## src/rtl/bin2bcd_seq.sv

```systemverilog
// bin2bcd_seq: sequential double-dabble converter, 27-bit binary to 8 packed BCD digits.
// Out-of-range inputs bypass the shifter and publish OVF_CODE one cycle after acceptance.
module bin2bcd_seq #(
   parameter logic [31:0] OVF_CODE = 32'hEEEE_EEEE
) (
   input  logic        Clk,
   input  logic        Reset_N,
   input  logic        Start,
   input  logic [26:0] Bin_In,
   output logic        Busy,
   output logic        Done,
   output logic        Ovf,
   output logic [31:0] Disp_Data
);
   typedef enum logic [1:0] {IDLE, SHIFT, DONE} state_t;
   state_t state, state_nxt;
   logic [31:0] bcd, bcd_adj;
   logic [26:0] bin;
   logic [4:0]  cnt;
   logic        ovf_pend;
   logic        accept, in_range;
   assign in_range = Bin_In <= 27'd99_999_999;
   // an overflow publish is still pending in IDLE, so a new request must wait for it
   assign accept   = Start && state == IDLE && !ovf_pend;
   always_comb begin
      bcd_adj = bcd;
      for (int i = 0; i < 8; i++)
         bcd_adj[4*i +: 4] = bcd[4*i +: 4] >= 4'd5 ? bcd[4*i +: 4] + 4'd3 : bcd[4*i +: 4];
   end
   always_comb begin
      state_nxt = state;
      case (state)
         IDLE:    state_nxt = accept && in_range ? SHIFT : IDLE;
         SHIFT:   state_nxt = cnt == 5'd26 ? DONE : SHIFT;
         default: state_nxt = IDLE;
      endcase
   end
   always_ff @(posedge Clk or negedge Reset_N)
      if (!Reset_N) state <= IDLE;
      else          state <= state_nxt;
   always_ff @(posedge Clk or negedge Reset_N) begin
      if (!Reset_N) begin
         bcd       <= '0;
         bin       <= '0;
         cnt       <= '0;
         ovf_pend  <= 1'b0;
         Busy      <= 1'b0;
         Done      <= 1'b0;
         Ovf       <= 1'b0;
         Disp_Data <= '0;
      end else begin
         Done <= 1'b0;
         if (accept) begin
            bin      <= Bin_In;
            bcd      <= '0;
            cnt      <= '0;
            Busy     <= in_range;
            ovf_pend <= !in_range;
         end
         if (state == SHIFT) begin
            {bcd, bin} <= {bcd_adj, bin} << 1;
            cnt        <= cnt + 5'd1;
         end
         if (state == DONE) begin
            Disp_Data <= bcd;
            Ovf       <= 1'b0;
            Done      <= 1'b1;
            Busy      <= 1'b0;
         end
         if (ovf_pend) begin
            Disp_Data <= OVF_CODE;
            Ovf       <= 1'b1;
            Done      <= 1'b1;
            ovf_pend  <= 1'b0;
         end
      end
   end
endmodule

```

## config.mk

```make
export PLATFORM = sky130hd
export DESIGN_NAME = bin2bcd_seq
export DESIGN_NICKNAME = d
export VERILOG_FILES = /design/src/rtl/bin2bcd_seq.sv
export SDC_FILE = /design/constraint.sdc
export NUM_CORES = 1
export LEC_CHECK = 0
export CORE_ASPECT_RATIO = 2
export CORE_MARGIN = 5
export CORE_UTILIZATION = 29
export DETAILED_ROUTE_END_ITERATION = 6
export SLEW_MARGIN = 0
export SYNTH_ARGS = -nofsm -noshare
export SYNTH_HDL_FRONTEND = slang
export SYNTH_SLANG_ARGS = --single-unit
```

## constraint.sdc

```tcl
create_clock -name Clk -period 4.15 [get_ports Clk]
set_input_delay 0.6225 -clock Clk [delete_from_list [all_inputs] [get_ports Clk]]
set_output_delay 0.6225 -clock Clk [all_outputs]
set_load 0.02 [all_outputs]
```

Word level (Yosys, flattened, before mapping)
Index checks and enable logic that the tools add are counted.
Widths: inputs -> output; s select.

cells by class
  reductions and logical operators = 9
  add/subtract/negate cells = 9
  eq/ne operators = 3
  muxes and demuxes = 27
  magnitude comparators = 9

operators with widths
  operator              number
  $mux 32               4
  $mux 27               2
  $ge 4x3->1 const B    8
  $add 4x2->4 const B   7
  $mux 4                7
  $le 27x27->1 const B  1
  $mux 5                2
  $mux 1                9
  $reduce_bool 2->1     3
  $add 5x1->5 const B   1
  $eq 5x5->1 const B    1
  $pmux 2 s2            1
  $add 3x2->3 const B   1
  $logic_and 1x1->1     3
  $mux 3                1
  $eq 2x1->1 const B    1
  $eq 2x2->1 const B    1
  $logic_not 1->1       2
  $logic_not 2->1       1
  $mux 2                1

word-level totals
  bits in registers = 102
  word-level logic and storage cells = 66

Longest topological paths before layout
Gate-level depths: netlist of the first run.

  word-level depth = 6
  depth in mapped cells = 6
  mapped depth without buffers = 6

Least setup slack after synthesis of the first run
OpenSTA, ideal clock, no wires.

  kind = in2reg
  from = input port Start
  to = register bcd[7]
  buffers on the path = 2
  setup slack = 2,373 ps
  setup time = 122 ps
  data required time = 4,028 ps
  cell stages on the path = 6
  data arrival time = 1,655 ps
  path through = or4b_1 > buf_6 > nand2_8 > buf_6 > o31ai_1 > a32o_1

on the way
  cells in the longest elaborated chain, start to end = 3

RTL lines
  item                            RTL line  source
  from (decl)                     8         input logic Start,
  $logic_and 1x1->1 (2 in a row)  24        assign accept = Start && state == IDLE && !ovf_pend;
  $reduce_bool 2->1 (no line)     --
  to (signal assigned)            61        {bcd, bin} <= {bcd_adj, bin} << 1;
  to (decl)                       17        logic [31:0] bcd, bcd_adj;

Every way passes these cells.
A chain may end at the register's enable or synchronous reset.

Worst setup path in the final report of the first run
  from = register ovf_pend
  to = register bcd[15]

on the way
  cells in the longest elaborated chain, start to end = 3

RTL lines
  item                         RTL line  source
  from (decl)                  20        logic ovf_pend;
  from (signal assigned)       58        ovf_pend <= !in_range;
  $logic_not 1->1              24
  $logic_and 1x1->1            24
  $reduce_bool 2->1 (no line)  --

Every way passes these cells.

==> impl_metrics.toml, run 1 <==
[outcome]
status = "completed"

[setup_path]
reg2reg_slack_ns = 1.36
cp-startpoint = "ovf_pend"
endpoint = "bcd[15]"
end_kind = "flip-flop"
path_cells = "or4b_2 > nand2_8 > o31ai_1 > a32o_1"
r2r-start = "ovf_pend"
path_delay_family = "simple AND/OR/NAND/NOR gates"
cp.required_ns = 4.38
cp.depth = 4
worstPathArrival_ns = 3.02
reg2reg_depth = 4
critPathKind = "flip-flop to flip-flop"
crit_slowest_cell = "or4b_2"
crit_path_start_kind = "flip-flop"
cpPeakStageDelay_ns = 1.15
crit_path_max_fanout = 36
path_buf_inv = 0
worstReg2RegEnd = "bcd[15]"

[cells_and_area]
n_antenna_cell = 0
drive_above_1_share = 0.06364
seq_area_um2 = 2552
fillers = 1626
area_growth_pct = 23.45
final_cell_mix = "dfrtp_1 (102), nand2_1 (72), clkdlybuf4s50_1 (63)"
postLayoutCoreUtil = 0.3649
fin_nets = 593
final_common_cell = "dfrtp_1"
finalNonFillerCells = 754
multi_input_area_um2 = 2056

[place]
hpwlAfterDp_um = 7929
place_congestion = 0.7947
post-place-ws_ns = 1.215
place_inst = 738
port_buffers = 64

[synthesis]
synth_async_sr_flop_share = 1.000
ys.flop_type = "dfrtp_1"
ys_types = 37
avgSynthCellArea_um2 = 9.753
synth_xor_area_frac = 0.02732
synth_top_family_by_area = "simple AND/OR/NAND/NOR gates"
yosysWarnings = 0
ys_ff_latch = 102
synthCells = 493
netlist_area_um2 = 4808
syn_nets = 541
yosysTopAreaCellShare = 0.5308
synthAdderAreaFrac = 0.04684
synth-edff-count = 0
synth_top_cell_by_area = "dfrtp_1"
synth_compound_area_frac = 0.1374
synthMuxAreaShare = 0.01821
ys_top_cells_by_area = "dfrtp_1 (53%), nand2_1 (5.6%), ha_1 (4.7%), nor2_1 (4.3%), nand3b_1 (3.7%)"
synth-simple-area-share = 0.1967
seq_area_frac_synth = 0.5308

[clock_network]
postCtsHoldBufs = 0
cts_setup_buffers = 0
cts_resized = 0
tritoncts = "built"
cts-buffers-inserted = 9
cts-htree-levels = 3
cts.clk_slew.worst_paths_ns = 0.08
cts_sinks = 102
clk_path_buf_depth = 2
clock_latency_ns = 0.35
cts_root_buffer = "clkbuf_16"

[floorplanning]
die_h_um = 192.1
start_util = 0.2956
dieWidth_um = 101.1
core_area_um2 = 16270
ios = 65
rows = 66
die_area_um2 = 19410

[power_and_ir_drop]
power_leakage_nw = 2.514
cellPowerDensity_nw_per_um2 = 794.6
vdd_drop_max_v = 0.0002683

[sta]
worstMarginPinSlew_ns = 1.179
layout_setup_ws_ns = 1.358
period_share = 0.6727
maxSlewViolCount = 0
grt_setup_unrepaired = "no"
fin_worst_skew_ns = 0.01367
period_needed_ns = 2.792
fin_setup_tns_ns = 0
setup_viol_count_final = 0
relSlewSlack = 0.2142
report.final.hold_viol_count = 0
fmax_mhz = 358.2

[drt]
drtPass1Iterations = 4
wl_um = 11150
drtIter0Drc = 111
wire_per_inst_um = 14.79
drc = 0
ant_nets = 0
vias = 3700
viasPerCell = 4.907

[min_path]
hp-class = "primary input to async pin"

[grt]
grt_pass1_wl_um = 19000
antenna_found_initial = 0
grt_pass1_vias = 3922
grt_max_degree = 61
overflow = 0
grt_usage = 0.1208

[run]
maxCapViolations = 0
==> kinds of logic (layout without fill, tap and decap cells) <==
kind of cell,after synthesis,in the layout
compound gates,103,103
xor+xnor,15,15
fa+ha+maj,18,18
buf+inv,49,106
flops,102,102
mux,8,8
simple gates,198,198
==> worst register-to-register path, stage by stage (launching register included) <==
cell and delay (ns):
dfrtp_1 0.75, or4b_2 1.15, nand2_8 0.36, o31ai_1 0.15
a32o_1 0.26
==> worst min path at each step <==
| stage | start | end |
|---|---|---|
| 6_report | Reset_N | Disp_Data[21] |
| 5_1_grt | Reset_N | Disp_Data[22] |
| 4_1_cts | Reset_N | cnt[1] |
| 3_5_place_dp | Ovf | Ovf |
| 3_3_place_gp | Ovf | Ovf |
| 2_1_floorplan | Reset_N | Busy |
==> per-layer routing <==
layer | routed length (um) | vias to the layer above | global-route usage
met5 | 0 | - | 0
met4 | 245 | 0 | 0.05376
met3 | 362 | 12 | 0.02217
met2 | 5770 | 65 | 0.2064
met1 | 4775 | 1813 | 0.1453
li1 | - | 1810 | -
==> registers in the layout, summed over array words and instances, names as in the netlist <==
signal and cells:
Busy 1, bin 27, bcd 32, ovf_pend 1, Done 1, Disp_Data 32
cnt 5, state 2, Ovf 1
==> where the power goes <==
group	leakage (nW)	switching (mW)	internal, mW
Clock	0.147	0.384	0.491
Sequential	1.22	0.359	1.45
Combinational	1.15	1.09	0.941
Total	2.51	1.83	2.88
==> final cells by class <==
| cell class | count | share of cell area |
|---|---|---|
| sequential | 102 | 0.4300 |
| multi-input combinational | 342 | 0.3463 |
| timing repair buffer | 72 | 0.1176 |
| tap | 204 | 0.04300 |
| clock buffer | 11 | 0.04089 |
| inverter | 18 | 0.01138 |
| clock inverter | 5 | 0.01075 |
==> per-stage QoR <==
| stage | instance area [um2] | power [mW] | hold slack [ns] |
|---|---|---|---|
| floorplan | 4808 | 3.185 | 0.3269 |
| global placement | 5629 | 3.764 | 0.4652 |
| detailed placement | 5629 | 3.888 | 0.4684 |
| CTS | 5936 | 4.779 | 0.2473 |
| global route | 5936 | 5.088 | 0.2690 |
| finish | 5936 | 4.717 | 0.2292 |
==> Yosys cell counts (2+ instances only) <==
| cell | instances |
|---|---|
| a211oi_1 | 2 |
| a21oi_1 | 16 |
| a32o_1 | 8 |
| buf_1 | 8 |
| buf_2 | 5 |
| buf_6 | 2 |
| clkbuf_1 | 16 |
| dfrtp_1 | 102 |
| ha_1 | 18 |
| inv_1 | 18 |
| mux2_2 | 6 |
| mux2i_1 | 2 |
| nand2_1 | 72 |
| nand2b_1 | 11 |
| nand3_1 | 25 |
| nand3b_1 | 24 |
| nand4_1 | 2 |
| nor2_1 | 55 |
| nor2b_1 | 2 |
| o21ai_0 | 29 |
| o22ai_1 | 25 |
| o2bb2ai_1 | 2 |
| o31ai_1 | 16 |
| xnor2_1 | 8 |
| xor2_1 | 7 |
Power figures use the tool's default switching activity.
==> inputs of run 2 (changes only) <==
Clock period 4.15 ns to 2.7 ns, I/O delays scaled along.
==> run 2 against run 1 <==
- cell count grew 0.66%
- highest routed layer unchanged
- cell area grew 0.84%
- largest power group unchanged
- utilization grew 0.31 points
- total power grew 53%
- clock skew shrank 0.0024 ns
- global-route usage grew 0.32 points
- combinational power grew 57%
==> impl_metrics.toml, run 2 (same netlist as run 1, synthesis figures left out) <==
[cells_and_area]
multi_input_area_um2 = 2056
n_antenna_cell = 0
fin_nets = 598
reg_top3 = "Disp_Data x32, bcd x32, bin x27"
final_common_cell = "dfrtp_1"
final_cell_mix = "dfrtp_1 (102), nand2_1 (72), clkdlybuf4s50_1 (63)"
drive_above_1_share = 0.07387
fillers = 1619
seq_area_um2 = 2552
area_growth_pct = 24.49

[grt]
grt_pass1_wl_um = 19350
overflow = 0
grt_usage = 0.1240
antenna_found_initial = 0
grt_max_degree = 66
grt_pass1_vias = 4015

[floorplanning]
die_area_um2 = 19410
die_h_um = 192.1
dieWidth_um = 101.1
start_util = 0.2956
rows = 66
core_area_um2 = 16270
ios = 65

[drt]
viasPerCell = 4.928
ant_nets = 0
wire_per_inst_um = 14.83
drtPass1Iterations = 4
wl_um = 11260
drc = 0
drtIter0Drc = 147
vias = 3740

[setup_path]
cpPeakStageDelay_ns = 0.96
path_cells = "or4b_2 > buf_4 > o22ai_1 > nor2_1"
crit_slowest_cell = "or4b_2"
critPathKind = "flip-flop to flip-flop"
end_kind = "flip-flop"
crit_path_max_fanout = 17
cp.required_ns = 2.93
worstPathArrival_ns = 2.30
crit_path_start_kind = "flip-flop"

[sta]
fmax_mhz = 482.9
maxSlewViolCount = 0
relSlewSlack = 0.4213
fin_setup_tns_ns = 0
fin_worst_skew_ns = 0.01125
grt_setup_unrepaired = "no"
worstMarginPinSlew_ns = 0.8680
setup_viol_count_final = 0
period_share = 0.7670
report.final.hold_viol_count = 0
period_needed_ns = 2.071

[clock_network]
tritoncts = "built"
cts-htree-levels = 3
cts_resized = 0
cts_setup_buffers = 0
clock_latency_ns = 0.35
clk_path_buf_depth = 2
cts_root_buffer = "clkbuf_16"
cts.clk_slew.worst_paths_ns = 0.07
cts_sinks = 102
cts-buffers-inserted = 9
postCtsHoldBufs = 0

[place]
port_buffers = 64
place_congestion = 0.7818
hpwlAfterDp_um = 8120

[min_path]
hp-class = "primary input to async pin"

[power_and_ir_drop]
vdd_drop_max_v = 0.0004862
p_total_mw = 7.200
power_leakage_nw = 2.535
cellPowerDensity_nw_per_um2 = 1203

[outcome]
status = "completed"

[run]
maxCapViolations = 0
-- run 2: changes by cell type in the layout (fill, tap and decap cells not counted) --
cell        before  now
inv_8            0    1
clkinv_4         0    1
clkbuf_1         1    0
buf_4            9   11
buf_12           0    3
clkinv_2         0    1
bufinv_16        1    0
clkbuf_8         1    0
clkinvlp_4       1    3
inv_6            3    1
-- run 2: area by class of cell --
type | count | area share
multi-input cells | 342 | 0.3434
repair buffers | 77 | 0.1292
inverters | 18 | 0.01129
flip-flops and latches | 102 | 0.4264
clock inverters | 7 | 0.009406
clock buffers | 9 | 0.03763
well taps | 204 | 0.04264
-- run 2: worst max-delay path, delay by kind of cell, from the launching register on --
family                 cells  cell delay (ns)
DFF                        1             0.47
AOI/OAI and AO/OA          1             0.16
buffers and inverters      1             0.30
and+or+nand+nor            2             1.03
-- run 2: worst paths after layout --
kind,startpoint,end,slack (ns),depth (start not counted)
max,state[0],bin[15],0.63,4
min,Reset_N,Disp_Data[21],0.15,1
max reg2reg,state[0],bin[15],0.63,4
min reg2reg,Ovf,Ovf,0.48,1
max in group asynchronous,Reset_N,bcd[14],1.84,2
min in group Clk,Ovf,Ovf,0.48,1
-- run 2: report_power, final --
part / switching, mW / internal [mW] / leakage (nW)
sequential: 0.546 / 2.23 / 1.22
clock: 0.596 / 0.635 / 0.130
combinational: 1.69 / 1.51 / 1.19
total: 2.83 / 4.37 / 2.53
-- run 2: metal layers --
metal	track usage	vias to the layer above	part of all wire
li1	-	1824	-
met1	0.1472	1835	0.42
met2	0.2185	69	0.53
met3	0.02036	12	0.035
met4	0.04967	0	0.017
met5	0	-	0
-- run 2: metrics by stage --
stage	instance area, um2	std cells	setup slack, ns	util	hold slack, ns
2_1_floorplan	4808	493	1.059	-	0.1094
3_3_place_gp	5704	743	0.3450	0.3506	0.4613
3_5_place_dp	5704	743	0.2924	0.3506	0.4712
4_1_cts	5986	759	0.6358	0.3679	0.1943
5_1_grt	5986	759	0.5423	0.3679	0.2402
6_report	5986	759	0.6291	0.3679	0.1537
